--- config.mk ---
export PLATFORM = sky130hd
export DESIGN_NAME = ntt_cmd_scheduler_flat
export DESIGN_NICKNAME = d
export VERILOG_FILES = /design/src/rtl/ntt_cmd_scheduler_pkg.sv /design/src/rtl/ntt_cmd_scheduler_if.sv /design/src/rtl/ntt_cmd_scheduler_fifo.sv /design/src/rtl/ntt_cmd_scheduler.sv /design/src/flat_wrapper.sv
export SDC_FILE = /design/constraint.sdc
export NUM_CORES = 1
export LEC_CHECK = 0
export BUFFER_PORTS_ARGS = -buffer_cell sky130_fd_sc_hd__buf_2
export CORE_ASPECT_RATIO = 0.75
export CORE_MARGIN = 2
export CORE_UTILIZATION = 30
export CTS_CLUSTER_DIAMETER = 120
export DETAILED_ROUTE_END_ITERATION = 7
export PLACE_DENSITY = 0.5
export SETUP_SLACK_MARGIN = 0.15
export SLEW_MARGIN = 20
export SYNTH_ARGS = -nofsm -noshare
export SYNTH_HDL_FRONTEND = slang
export SYNTH_HIERARCHICAL = 1
export SYNTH_SLANG_ARGS = --single-unit
--- constraint.sdc ---
create_clock -name clk -period 18.9 [get_ports clk]
set_clock_uncertainty 0.1 [all_clocks]
set_input_delay 2.835 -clock clk [delete_from_list [all_inputs] [get_ports clk]]
set_output_delay 2.835 -clock clk [all_outputs]
set_load 0.03 [all_outputs]
--- src/rtl/ntt_cmd_scheduler_pkg.sv ---
// Shared types for the NTT command scheduler: opcodes, slot limit, FSM states, command struct.
// No logic here; consumed by the interface, the FIFO wrapper and the scheduler top.
// The command tag width is fixed here; the scheduler's TAG_W parameter defaults to it.
package ntt_pkg;

  localparam logic [7:0] OPC_LOAD  = 8'h02;
  localparam logic [7:0] OPC_STORE = 8'h03;
  localparam logic [7:0] OPC_NTT   = 8'h10;
  localparam logic [7:0] OPC_INTT  = 8'h11;

  localparam int NUM_SLOTS = 4;
  localparam int CMD_TAG_W = 4;

  typedef enum logic [2:0] {
    S_IDLE,
    S_ISSUE,
    S_WAIT_BUSY,
    S_WAIT_DONE,
    S_REJECT
  } state_t;

  typedef struct packed {
    logic [7:0]           opcode;
    logic [3:0]           slot;
    logic [47:0]          dma_addr;
    logic [CMD_TAG_W-1:0] tag;
  } cmd_t;

  // A command is executable only with a known opcode and an existing slot.
  function automatic logic is_legal(input cmd_t c);
    logic op_ok;
    op_ok = (c.opcode == OPC_LOAD) || (c.opcode == OPC_STORE) ||
            (c.opcode == OPC_NTT)  || (c.opcode == OPC_INTT);
    return op_ok && (c.slot < 4'(NUM_SLOTS));
  endfunction

endpackage

--- src/rtl/ntt_cmd_scheduler_if.sv ---
// Host, engine and completion signals of the NTT command scheduler bundled as one interface.
// Latency: none, pure wiring.
// Backpressure: host side is valid/ready; engine side is an issue pulse plus a ready level.
interface ntt_cmd_scheduler_if #(
  parameter int DEPTH = 8,
  parameter int TAG_W = ntt_pkg::CMD_TAG_W
);
  localparam int CW = $clog2(DEPTH) + 1;

  logic             host_valid;
  logic             host_ready;
  logic [7:0]       host_opcode;
  logic [3:0]       host_slot;
  logic [47:0]      host_dma_addr;
  logic [TAG_W-1:0] host_tag;

  logic             eng_cmd_valid;
  logic [7:0]       eng_cmd_opcode;
  logic [3:0]       eng_cmd_slot;
  logic [47:0]      eng_cmd_dma_addr;
  logic             eng_ready;

  logic             done_valid;
  logic [TAG_W-1:0] done_tag;
  logic             done_err;

  logic [CW-1:0]    fifo_count;
  logic             idle;

  // Host and engine model side.
  modport master (
    output host_valid, host_opcode, host_slot, host_dma_addr, host_tag, eng_ready,
    input  host_ready, eng_cmd_valid, eng_cmd_opcode, eng_cmd_slot, eng_cmd_dma_addr,
    input  done_valid, done_tag, done_err, fifo_count, idle
  );

  // Scheduler side.
  modport slave (
    input  host_valid, host_opcode, host_slot, host_dma_addr, host_tag, eng_ready,
    output host_ready, eng_cmd_valid, eng_cmd_opcode, eng_cmd_slot, eng_cmd_dma_addr,
    output done_valid, done_tag, done_err, fifo_count, idle
  );

endinterface

--- src/rtl/ntt_cmd_scheduler_fifo.sv ---
// Generic synchronous FIFO holding queued commands; head is the oldest entry.
// Latency: a push is visible at the head one cycle later; pop is registered.
// Backpressure: push ignored when full, pop ignored when empty; caller uses full/empty.
module ntt_cmd_fifo #(
  parameter  int W     = 8,
  parameter  int DEPTH = 8,
  localparam int AW    = $clog2(DEPTH),
  localparam int CW    = AW + 1
) (
  input  logic          clk,
  input  logic          rst,
  input  logic          push,
  input  logic [W-1:0]  push_dat,
  input  logic          pop,
  output logic [W-1:0]  head,
  output logic [CW-1:0] count,
  output logic          full,
  output logic          empty
);

  logic [W-1:0]  mem [DEPTH];
  logic [AW-1:0] wr_ptr;
  logic [AW-1:0] rd_ptr;
  logic          do_push;
  logic          do_pop;

  assign full    = (count == CW'(DEPTH));
  assign empty   = (count == '0);
  assign do_push = push && !full;
  assign do_pop  = pop && !empty;
  assign head    = mem[rd_ptr];

  // Pointers wrap naturally since DEPTH is a power of two.
  always_ff @(posedge clk) begin
    if (rst) begin
      wr_ptr <= '0;
      rd_ptr <= '0;
      count  <= '0;
    end else begin
      if (do_push) wr_ptr <= wr_ptr + 1'b1;
      if (do_pop)  rd_ptr <= rd_ptr + 1'b1;
      count <= count + CW'(do_push) - CW'(do_pop);
    end
  end

  // Storage array carries no reset; occupancy alone says what is valid.
  always_ff @(posedge clk) begin
    if (do_push) mem[wr_ptr] <= push_dat;
  end

endmodule

--- src/rtl/ntt_cmd_scheduler.sv ---
// Queues host NTT commands, issues legal ones to the engine one at a time, rejects the rest locally.
// Latency: push t -> issue pulse t+2; done one cycle after engine ready returns; reject done at pop+1.
// Backpressure: host_ready drops at full (no bypass); optional NTT_SCHED_PERF_EN adds perf counters.
module ntt_cmd_scheduler
  import ntt_pkg::*;
#(
  parameter int DEPTH = 8,
  parameter int TAG_W = CMD_TAG_W
) (
  input  logic               clk,
  input  logic               rst,
  ntt_cmd_scheduler_if.slave bus
`ifdef NTT_SCHED_PERF_EN
  ,
  output logic [31:0]        perf_cmds,
  output logic [31:0]        perf_busy
`endif
);

  localparam int CW = $clog2(DEPTH) + 1;

  cmd_t             push_cmd;
  cmd_t             head;
  cmd_t             cur;
  logic [CW-1:0]    count;
  logic             full;
  logic             empty;
  logic             pop;
  logic             issue_ld;
  logic             rej;
  logic             done_fire;
  state_t           state;
  state_t           state_nxt;
  logic             done_vld_q;
  logic             done_err_q;
  logic [TAG_W-1:0] done_tag_q;

  assign push_cmd = '{opcode:   bus.host_opcode,
                      slot:     bus.host_slot,
                      dma_addr: bus.host_dma_addr,
                      tag:      bus.host_tag};

  ntt_cmd_fifo #(
    .W     ($bits(cmd_t)),
    .DEPTH (DEPTH)
  ) u_fifo (
    .clk      (clk),
    .rst      (rst),
    .push     (bus.host_valid),
    .push_dat (push_cmd),
    .pop      (pop),
    .head     (head),
    .count    (count),
    .full     (full),
    .empty    (empty)
  );

  // State register.
  always_ff @(posedge clk) begin
    if (rst) state <= S_IDLE;
    else     state <= state_nxt;
  end

  // Next state and pop decisions; no pop while a completion is being reported.
  always_comb begin
    state_nxt = state;
    pop       = 1'b0;
    issue_ld  = 1'b0;
    rej       = 1'b0;
    done_fire = 1'b0;
    case (state)
      S_IDLE: begin
        if (!empty && !done_vld_q) begin
          if (!is_legal(head)) begin
            pop       = 1'b1;
            rej       = 1'b1;
            state_nxt = S_REJECT;
          end else if (bus.eng_ready) begin
            pop       = 1'b1;
            issue_ld  = 1'b1;
            state_nxt = S_ISSUE;
          end
        end
      end
      S_ISSUE:     state_nxt = S_WAIT_BUSY;
      S_WAIT_BUSY: if (!bus.eng_ready) state_nxt = S_WAIT_DONE;
      S_WAIT_DONE: begin
        if (bus.eng_ready) begin
          done_fire = 1'b1;
          state_nxt = S_IDLE;
        end
      end
      S_REJECT:    state_nxt = S_IDLE;
      default:     state_nxt = S_IDLE;
    endcase
  end

  // Issue registers change only on a legal issue so rejected heads never disturb them.
  always_ff @(posedge clk) begin
    if (rst)           cur <= '0;
    else if (issue_ld) cur <= head;
  end

  // Completion is registered: engine done or local reject both report one cycle later.
  always_ff @(posedge clk) begin
    if (rst) begin
      done_vld_q <= 1'b0;
      done_err_q <= 1'b0;
      done_tag_q <= '0;
    end else begin
      done_vld_q <= done_fire || rej;
      if (done_fire) begin
        done_err_q <= 1'b0;
        done_tag_q <= cur.tag;
      end else if (rej) begin
        done_err_q <= 1'b1;
        done_tag_q <= head.tag;
      end
    end
  end

  assign bus.host_ready       = !full;
  assign bus.fifo_count       = count;
  assign bus.idle             = empty && (state == S_IDLE);
  assign bus.eng_cmd_valid    = (state == S_ISSUE);
  assign bus.eng_cmd_opcode   = cur.opcode;
  assign bus.eng_cmd_slot     = cur.slot;
  assign bus.eng_cmd_dma_addr = cur.dma_addr;
  assign bus.done_valid       = done_vld_q;
  assign bus.done_err         = done_err_q;
  assign bus.done_tag         = done_tag_q;

`ifdef NTT_SCHED_PERF_EN
  // Successful completions and non-idle cycles; both wrap modulo 2^32.
  always_ff @(posedge clk) begin
    if (rst) begin
      perf_cmds <= '0;
      perf_busy <= '0;
    end else begin
      if (done_vld_q && !done_err_q) perf_cmds <= perf_cmds + 32'd1;
      if (state != S_IDLE)           perf_busy <= perf_busy + 32'd1;
    end
  end
`endif

endmodule

--- src/flat_wrapper.sv ---
// flat-port wrapper written by rule: the top's interface ports become plain ports
module ntt_cmd_scheduler_flat import ntt_pkg::*;
#(
  parameter int DEPTH = 8,
  parameter int TAG_W = CMD_TAG_W
)
  (clk, rst, bus_host_valid, bus_host_opcode, bus_host_slot, bus_host_dma_addr, bus_host_tag, bus_eng_ready, bus_host_ready, bus_eng_cmd_valid, bus_eng_cmd_opcode, bus_eng_cmd_slot, bus_eng_cmd_dma_addr, bus_done_valid, bus_done_tag, bus_done_err, bus_fifo_count, bus_idle);
  ntt_cmd_scheduler_if #(.DEPTH(DEPTH), .TAG_W(TAG_W)) bus_i ();
  input  logic clk;
  input  logic rst;
  input wire logic [$bits(bus_i.host_valid)-1:0] bus_host_valid;
  input wire logic [$bits(bus_i.host_opcode)-1:0] bus_host_opcode;
  input wire logic [$bits(bus_i.host_slot)-1:0] bus_host_slot;
  input wire logic [$bits(bus_i.host_dma_addr)-1:0] bus_host_dma_addr;
  input wire logic [$bits(bus_i.host_tag)-1:0] bus_host_tag;
  input wire logic [$bits(bus_i.eng_ready)-1:0] bus_eng_ready;
  output wire logic [$bits(bus_i.host_ready)-1:0] bus_host_ready;
  output wire logic [$bits(bus_i.eng_cmd_valid)-1:0] bus_eng_cmd_valid;
  output wire logic [$bits(bus_i.eng_cmd_opcode)-1:0] bus_eng_cmd_opcode;
  output wire logic [$bits(bus_i.eng_cmd_slot)-1:0] bus_eng_cmd_slot;
  output wire logic [$bits(bus_i.eng_cmd_dma_addr)-1:0] bus_eng_cmd_dma_addr;
  output wire logic [$bits(bus_i.done_valid)-1:0] bus_done_valid;
  output wire logic [$bits(bus_i.done_tag)-1:0] bus_done_tag;
  output wire logic [$bits(bus_i.done_err)-1:0] bus_done_err;
  output wire logic [$bits(bus_i.fifo_count)-1:0] bus_fifo_count;
  output wire logic [$bits(bus_i.idle)-1:0] bus_idle;
  assign bus_i.host_valid = bus_host_valid;
  assign bus_i.host_opcode = bus_host_opcode;
  assign bus_i.host_slot = bus_host_slot;
  assign bus_i.host_dma_addr = bus_host_dma_addr;
  assign bus_i.host_tag = bus_host_tag;
  assign bus_i.eng_ready = bus_eng_ready;
  assign bus_host_ready = bus_i.host_ready;
  assign bus_eng_cmd_valid = bus_i.eng_cmd_valid;
  assign bus_eng_cmd_opcode = bus_i.eng_cmd_opcode;
  assign bus_eng_cmd_slot = bus_i.eng_cmd_slot;
  assign bus_eng_cmd_dma_addr = bus_i.eng_cmd_dma_addr;
  assign bus_done_valid = bus_i.done_valid;
  assign bus_done_tag = bus_i.done_tag;
  assign bus_done_err = bus_i.done_err;
  assign bus_fifo_count = bus_i.fifo_count;
  assign bus_idle = bus_i.idle;
  ntt_cmd_scheduler #(.DEPTH(DEPTH), .TAG_W(TAG_W)) u_core (.clk(clk), .rst(rst), .bus(bus_i));
endmodule
# Yosys cells after proc, flatten, opt, wreduce, memory -nomap -nowiden

Memory sizes are Yosys's and may differ from the RTL's. A register that Yosys moved wholly into a read port is not among the register bits.
Cells that the tools add are included.

Memories: 1
Output and inout port bits: 73
Word-level logic and storage cells: 69
Register bits: 83
Bits in writable memories: 512

Memories:

| memory            | words | bits a word | read ports | clocked after memory_dff | wr ports | line                         | RTL |
|---|---|---|---|---|---|---|---|
| u_core.u_fifo.mem | 8     | 64          | 1          | 1                        | 1        | ntt_cmd_scheduler_fifo.sv:21 | `logic [W-1:0] mem [DEPTH];` |

Eq/ne operators: 12
Muxes and demuxes: 23
$lt $le $gt $ge: 1
$add $sub $neg: 4
Reductions and logical operators: 17

Operator list:

| kind                                                                          | count |
|---|---|
| 3-bit 2-to-1 mux                                                              | 7 |
| 8-bit by 2-bit == test with 1-bit output (second input constant)              | 2 |
| 8-bit by 5-bit == test with 1-bit output (second input constant)              | 2 |
| 1-bit 2-to-1 mux                                                              | 13 |
| 3-bit one-hot mux with 4 select lines                                         | 1 |
| 4-bit 2-to-1 mux                                                              | 2 |
| 3-bit by 1-bit adder with 3-bit output (second input constant)                | 2 |
| 3-bit by 2-bit == test with 1-bit output (second input constant)              | 2 |
| 1-bit logical AND                                                             | 5 |
| 4-bit by 1-bit adder with 4-bit output                                        | 1 |
| 4-bit == test (second input constant)                                         | 1 |
| 4-bit zero test                                                               | 1 |
| 1-bit logical OR                                                              | 4 |
| 4-bit by 3-bit less-than comparator with 1-bit output (second input constant) | 1 |
| 2-bit != test (second input constant)                                         | 2 |
| 4-bit AND reduction                                                           | 1 |
| 4-bit by 1-bit subtractor with 4-bit output                                   | 1 |
| 3-bit by 1-bit == test with 1-bit output (second input constant)              | 1 |
| 1-bit zero test                                                               | 3 |
| 3-bit zero test                                                               | 1 |
| 3-bit != test (second input constant)                                         | 1 |
| 2-bit by 1-bit != test with 1-bit output (second input constant)              | 1 |
| 2-bit nonzero test                                                            | 1 |
| 2-bit OR reduction                                                            | 1 |

# Logic depth before layout (Yosys ltp)

Gate-level depths: netlist (run 1).

Depth after elaboration: 11
Mapped depth: 18

# Cells and area by module

The synthesis (run 1) kept the hierarchy.

Modules (own cells, without submodules):

| module            | times used | cells an instance | area each (um^2) |
|---|---|---|---|
| ntt_cmd_fifo      | 1          | 820               | 19915.4 |
| ntt_cmd_scheduler | 1          | 394               | 3291.9 |

# Least setup slack after synthesis (run 1)

Ideal clock, no wire load.

Path kind: input -> register
Start point: in bus_host_valid
End point: mem u_core/u_fifo/mem[0][0] (netlist bit) (enable)
Path buffers: 0
Required time: 18.156 ns
Setup slack: 9.092 ns
Stages: 2
Setup time: 0.644 ns
Arrival time: 9.064 ns
Cell sequence: nand2_1 > nor4_1

Longest elaborated chain between the ends: 3

Ends and longest elaborated chain:

| item                                   | line                         | RTL |
|---|---|---|
| from (decl)                            | flat_wrapper.sv:11           | `input wire logic [$bits(bus_i.host_valid)-1:0] bus_host_valid;` |
| 1-bit logical AND                      | ntt_cmd_scheduler_fifo.sv:29 | `assign do_push = push && !full;` |
| 1-bit 2-to-1 mux                       | ntt_cmd_scheduler_fifo.sv:48 | `if (do_push) mem[wr_ptr] <= push_dat;` |
| 1-bit 2-to-1 mux (not written as such) | ntt_cmd_scheduler_fifo.sv:48 |  |
| to (decl)                              | ntt_cmd_scheduler_fifo.sv:21 |  |

No other way between the ends.

==> results of run 1 <==
-- per-layer routing --
layer | wire, um | track usage | up-vias
met3 | 3191 | 0.03645 | 67
met4 | 824 | 0.03145 | 10
li1 | - | - | 5013
met2 | 24620 | 0.2119 | 241
met5 | 69 | 0 | -
met1 | 24510 | 0.1804 | 5914
-- flip-flops by register name (all words and copies together) (netlist names), named ones only --
| register | flops |
|---|---|
| u_core/u_fifo/count | 4 |
| u_core/cur | 4 |
| u_core/bus.done_tag | 4 |
| u_core/u_fifo/wr_ptr | 3 |
| u_core/state | 3 |
| u_core/u_fifo/rd_ptr | 3 |
| u_core/bus.eng_cmd_dma_addr | 48 |
| u_core/bus.eng_cmd_slot | 4 |
| u_core/u_fifo/mem | 512 |
| u_core/bus.done_err | 1 |
| u_core/bus.eng_cmd_opcode | 8 |
| u_core/bus.done_valid | 1 |
-- per-stage QoR --
step	power (mW)	instances	utilization	worst slack, ns	hold WS [ns]
6_report	3.293	2399	0.3477	13.19	0.3722
5_1_grt	3.432	2396	0.3476	12.74	0.3875
4_1_cts	3.345	2395	0.3472	13.06	0.3754
3_5_place_dp	2.120	2283	0.3207	13.08	0.3669
3_3_place_gp	2.114	2281	0.3204	13.04	0.3590
2_1_floorplan	1.961	1214	-	9.092	0.3549
-- power groups by stage --
stage | Sequential, mW | Combinational [mW] | Clock, mW
2_1_floorplan | 1.58 | 0.382 | 0
3_3_place_gp | 1.59 | 0.520 | 0
3_5_place_dp | 1.60 | 0.523 | 0
4_1_cts | 1.57 | 0.526 | 1.25
5_1_grt | 1.58 | 0.562 | 1.29
6_report | 1.57 | 0.516 | 1.21
-- final timing paths --
kind	startpoint	endpoint	slack (ns)
max reg2reg	flop	u_core/u_fifo/count[2]	13.19
min reg2reg	u_core/bus.eng_cmd_opcode[2]	u_core/bus.eng_cmd_opcode[2]	0.37
max	flop	u_core/u_fifo/count[2]	13.19
min	u_core/bus.eng_cmd_opcode[2]	u_core/bus.eng_cmd_opcode[2]	0.37
-- layout make-up --
class                           count  area (um^2)  area share
Antenna cell                        3        7.507   0.0002813
Tap cell                         1035         1295     0.04853
Sequential cell                   598        17110      0.6411
Inverter                            8        30.03    0.001125
Clock buffer                       74         1668     0.06251
Multi-Input combinational cell    475         5268      0.1974
Timing Repair Buffer              168        940.9     0.03526
Clock inverter                     38        366.6     0.01374
-- cells by family (layout without fill, tap and decap cells) --
family,Yosys count,after routing,share of synthesized area
adder cells (fa/ha/maj),8,8,0.004636
other,0,3,0
AND/OR/NAND/NOR,130,130,0.02981
multiplexers,197,197,0.1576
XOR/XNOR,3,3,0.001132
flip-flops,598,598,0.7367
buffers and inverters,141,288,0.03973
AO/OA/AOI/OAI,137,137,0.03041
-- synth_stat cells, types with 10 or more instances --
| cell | instances |
|---|---|
| edfxtp_1 | 512 |
| mux4_2 | 128 |
| dfxtp_1 | 86 |
| mux2_2 | 67 |
| a21oi_1 | 66 |
| buf_4 | 66 |
| nand3_1 | 65 |
| o21ai_1 | 57 |
| clkbuf_1 | 31 |
| buf_6 | 18 |
| nor2_1 | 18 |
| buf_1 | 10 |
| nor3b_1 | 10 |
-- worst reg2reg max path, cell delays in order (launching register included) --
cell and delay [ns]:
dfxtp_4 0.98, buf_4 0.80, mux4_2 0.59, mux2_2 0.27, or4_4 0.55, or4_2 0.73
nor2_1 0.13, nor2_1 0.06, nor2b_1 0.23, xnor2_1 0.23, ha_1 0.19, inv_1 0.06
fa_1 0.40, xor2_1 0.17, nor2_1 0.05
==> flow_summary.yaml, run 1 <==
yosys:
  yosysSeqAreaShare: 0.7367
  yosys_warnings: 6
  yosys.area.top_type: "edfxtp_1"
  ys.flop_type: "edfxtp_1"
  netlist_instances: 1214
  post_synth.cell_area_avg_um2: 19.12
  syn-num-nets: 1290
  netlist_top_cells_area: "edfxtp_1 (66%), mux4_2 (12%), dfxtp_1 (7.4%)"
  synth.distinct_cells: 39
  synth_top_area_frac: 0.6625
  synthArstFlopShare: 0
  syn-cell-area_um2: 23210
  synth-edff-count: 512
  synth-seq-cells: 598
cells_and_area:
  final_design_area_no_fill_um2: 26680
  drive_gt1_frac: 0.3497
  layout-area-overhead-vs-synth_pct: 14.98
  final_cell_mix: "edfxtp_1 (512), buf_2 (139), mux4_2 (128)"
  final_common_cell: "edfxtp_1"
  fill_cells: 7240
  fin_nets: 1386
setup_path:
  crit_top_cell: "nor2_1"
  cp_slowest_stage_delay_ns: 0.98
  arrival_ns: 6.07
  crit_required_ns: 19.26
  endpoint_kind: "flop"
  cp-start-kind: "flop"
  ff2ff_path_depth: 14
  crit_family: "simple AND/OR/NAND/NOR gates"
  criticalPathCategory: "flop to flop"
  critPathSlowestCell: "dfxtp_4"
  worst-path-buf-inv: 2
  crit_cells: 14
  cp_max_fo: 44
  critical_path.cell_chain: "buf_4 > mux4_2 > mux2_2 > or4_4 > or4_2 > nor2_1 > nor2_1 > nor2b_1 > xnor2_1 > ha_1 > inv_1 > fa_1 > xor2_1 > nor2_1"
placement:
  dp_hpwl_um: 30850
  gp_congestion: 0.6835
  dpl-instance-area_um2: 24610
  io_buffer_count: 140
floorplan:
  io_pins: 141
  core_area_um2: 76740
  die_w_um: 325.2
  dieArea_um2: 79620
  rows: 88
  die_height_um: 244.9
  start_util: 0.3024
sta:
  period_needed_ns: 5.706
  hold_viol_final: 0
  period_share: 0.3019
  worst_slew_pin_slew_ns: 1.028
  setup_tns_ns: 0
  rsz0062_at_grt: "false"
  fmax_ghz: 0.1753
  finalMaxSlewViolations: 0
  setup_viol_count_final: 0
  relSlewSlack: 0.3147
clock_network:
  ctsResizeCount: 0
  insertion_delay_ns: 0.62
  path_clk_slew_ns: 0.06
  cts-htree-levels: 2
  numCtsBuffers: 59
  postCtsSetupRepairBufs: 0
  clockRootBuffer: "clkbuf_16"
  hold_buffers: 0
  cts_tree: "done"
  cts_sinks: 598
  clockBufferDepth: 3
drt:
  wl_per_cell_um: 22.19
  vias: 11250
  drc: 0
  first_pass_iters: 5
  final_antenna_net_count: 0
  viasPerCell: 4.687
  wirelength_um: 53220
  first_iter_violations: 738
pwr:
  p_int_mw: 2.453
  max-vdd-ir-drop_v: 0.00007110
  p_seq_frac: 0.476
  powerDensity_nw_per_um2: 123.4
  combPwrFrac: 0.157
  sw_frac_of_total: 0.2551
  power.switching_mw: 0.8400
  clock_power_share: 0.368
  leakage_nw: 8.460
global_route:
  grt_pass1_wl_um: 78540
  grt_pass1_vias: 11740
  grt_max_degree: 81
  grtUsageTotal: 0.1328
  overflow: 0
  antenna_found_initial: 10
worst_hold_path:
  hp-class: "flop to flop"
  holdPathStages: 1
flow_run:
  cap_violations: 0
status:
  status: "complete, no violations"
Power figures use the tool's default switching activity.
==> run 2, diff against run 1 <==
==> constraint.sdc (replaced) <==
create_clock -name clk -period 5.8 [get_ports clk]
set_clock_uncertainty 0.1 [all_clocks]
set_input_delay 0.87 -clock clk [delete_from_list [all_inputs] [get_ports clk]]
set_output_delay 0.87 -clock clk [all_outputs]
set_load 0.03 [all_outputs]
==> flow_summary.yaml, run 2 (synthesized netlist as in run 1, its figures left out) <==
sta:
  relSlewSlack: 0.2800
  finalMaxSlewViolations: 0
  hold_viol_final: 0
  period_share: 0.7836
  worst_slew_pin_slew_ns: 1.074
  setup_tns_ns: 0
  fmax_ghz: 0.2200
  setup_viol_count_final: 0
  rsz0062_at_grt: "false"
  period_needed_ns: 4.545
pwr:
  power.switching_mw: 2.741
  max-vdd-ir-drop_v: 0.0002160
  combPwrFrac: 0.164
  clock_power_share: 0.357
  p_int_mw: 7.818
  leakage_nw: 8.412
  sw_frac_of_total: 0.2596
  powerDensity_nw_per_um2: 396.4
  finalPower_mw: 10.56
  p_seq_frac: 0.479
clock_network:
  postCtsSetupRepairBufs: 0
  cts-htree-levels: 2
  path_clk_slew_ns: 0.06
  clockBufferDepth: 3
  clockRootBuffer: "clkbuf_16"
  insertion_delay_ns: 0.61
  numCtsBuffers: 60
  ctsResizeCount: 0
  cts_sinks: 598
  cts_tree: "done"
  hold_buffers: 0
setup_path:
  cp-start-kind: "flop"
  critPathSlowestCell: "dfxtp_4"
  criticalPathCategory: "flop to flop"
  crit_end: "u_core/u_fifo/count[2]"
  ff2ff_path_depth: 13
  critical_path.cell_chain: "buf_4 > mux4_2 > mux2_2 > or4_4 > nor2_1 > nor2_1 > nor2b_1 > xnor2_1 > ha_1 > inv_1 > fa_1 > xor2_1 > nor2_1"
  endpoint_kind: "flop"
  regToRegSetupSlack_ns: 1.25
  r2r-end: "u_core/u_fifo/count[2]"
  arrival_ns: 4.92
  crit_top_cell: "nor2_1"
  cp_slowest_stage_delay_ns: 0.76
  cp_max_fo: 31
  crit_required_ns: 6.17
global_route:
  grt_pass1_vias: 11950
  antenna_found_initial: 14
  overflow: 0
  grtUsageTotal: 0.1374
  grt_pass1_wl_um: 80630
  grt_max_degree: 64
floorplan:
  io_pins: 141
  die_w_um: 325.2
  rows: 88
  start_util: 0.3024
  dieArea_um2: 79620
  core_area_um2: 76740
  die_height_um: 244.9
placement:
  dp_hpwl_um: 31680
  gp_congestion: 0.6912
  io_buffer_count: 140
cells_and_area:
  final_cell_mix: "edfxtp_1 (512), buf_2 (139), mux4_2 (128)"
  final_common_cell: "edfxtp_1"
  layout-area-overhead-vs-synth_pct: 14.77
  seq_area_um2: 17110
  fin_nets: 1391
  largest_reg_flops: 512
  drive_gt1_frac: 0.3426
  largest_register: "u_core/u_fifo/mem"
  fill_cells: 7241
  multi_input_comb_area_um2: 5279
drt:
  vias: 11360
  drc: 0
  first_iter_violations: 839
  first_pass_iters: 4
  wl_per_cell_um: 22.83
  wirelength_um: 54880
  viasPerCell: 4.724
  final_antenna_net_count: 0
worst_hold_path:
  hp-class: "flop to flop"
flow_run:
  cap_violations: 0
status:
  status: "complete, no violations"
==> run 2: layer usage <==
layer	global-route usage	up-vias	routed length (um)
li1	-	5040	-
met1	0.1897	6012	25550
met2	0.2164	213	25340
met3	0.03653	75	2964
met4	0.03254	16	931
met5	0	-	96
==> run 2: cell type report <==
type / count / area share
sequential: 598 / 0.6423
multi-input combinational: 475 / 0.1982
clock buffer: 87 / 0.06403
tap: 1035 / 0.04862
timing repair buffer: 172 / 0.03758
clock inverter: 23 / 0.007610
inverter: 8 / 0.001127
antenna: 6 / 0.0005637
==> run 2: power by group through the flow <==
stage | logic [mW] | clock network [mW] | registers (mW)
2_1_floorplan | 1.25 | 0 | 5.14
3_3_place_gp | 1.74 | 0 | 5.15
3_5_place_dp | 1.76 | 0 | 5.15
4_1_cts | 1.77 | 3.89 | 5.06
5_1_grt | 1.88 | 4.07 | 5.08
6_report | 1.73 | 3.77 | 5.06
==> run 2: metrics by stage <==
step / hold slack, ns / util / cells / cell area [um^2] / worst slack, ns
finish: 0.3747 / 0.3471 / 2404 / 26640 / 1.255
global route: 0.3931 / 0.3469 / 2398 / 26620 / 0.9015
CTS: 0.3761 / 0.3469 / 2398 / 26620 / 1.166
detailed placement: 0.3679 / 0.3220 / 2288 / 24710 / 1.182
global placement: 0.3592 / 0.3214 / 2286 / 24660 / 1.208
floorplan: 0.3549 / - / 1214 / 23220 / -0.4941
==> run 2: how the worst min path moves through the flow <==
stage / from / endpoint / cells past startpoint
4_1_cts: bus_host_dma_addr[30] / u_core/u_fifo/mem[5][34] / 1
3_3_place_gp: u_core/bus.eng_cmd_opcode[6] / u_core/bus.eng_cmd_opcode[6] / 1
2_1_floorplan: u_core/bus.eng_cmd_dma_addr[0] / u_core/bus.eng_cmd_dma_addr[0] / 2
6_report: u_core/bus.eng_cmd_opcode[2] / u_core/bus.eng_cmd_opcode[2] / 1
3_5_place_dp: u_core/bus.eng_cmd_slot[2] / u_core/bus.eng_cmd_slot[2] / 1
5_1_grt: bus_host_dma_addr[25] / u_core/u_fifo/mem[7][29] / 1
==> run 2: worst max-delay path, delay by kind of cell, from the launching register on <==
family        cells  cell delay, ns
buf+inv           2            0.62
fa+ha+maj         2            0.59
flops             1            0.76
simple gates      5            1.01
xor+xnor          2            0.43
mux               2            0.88
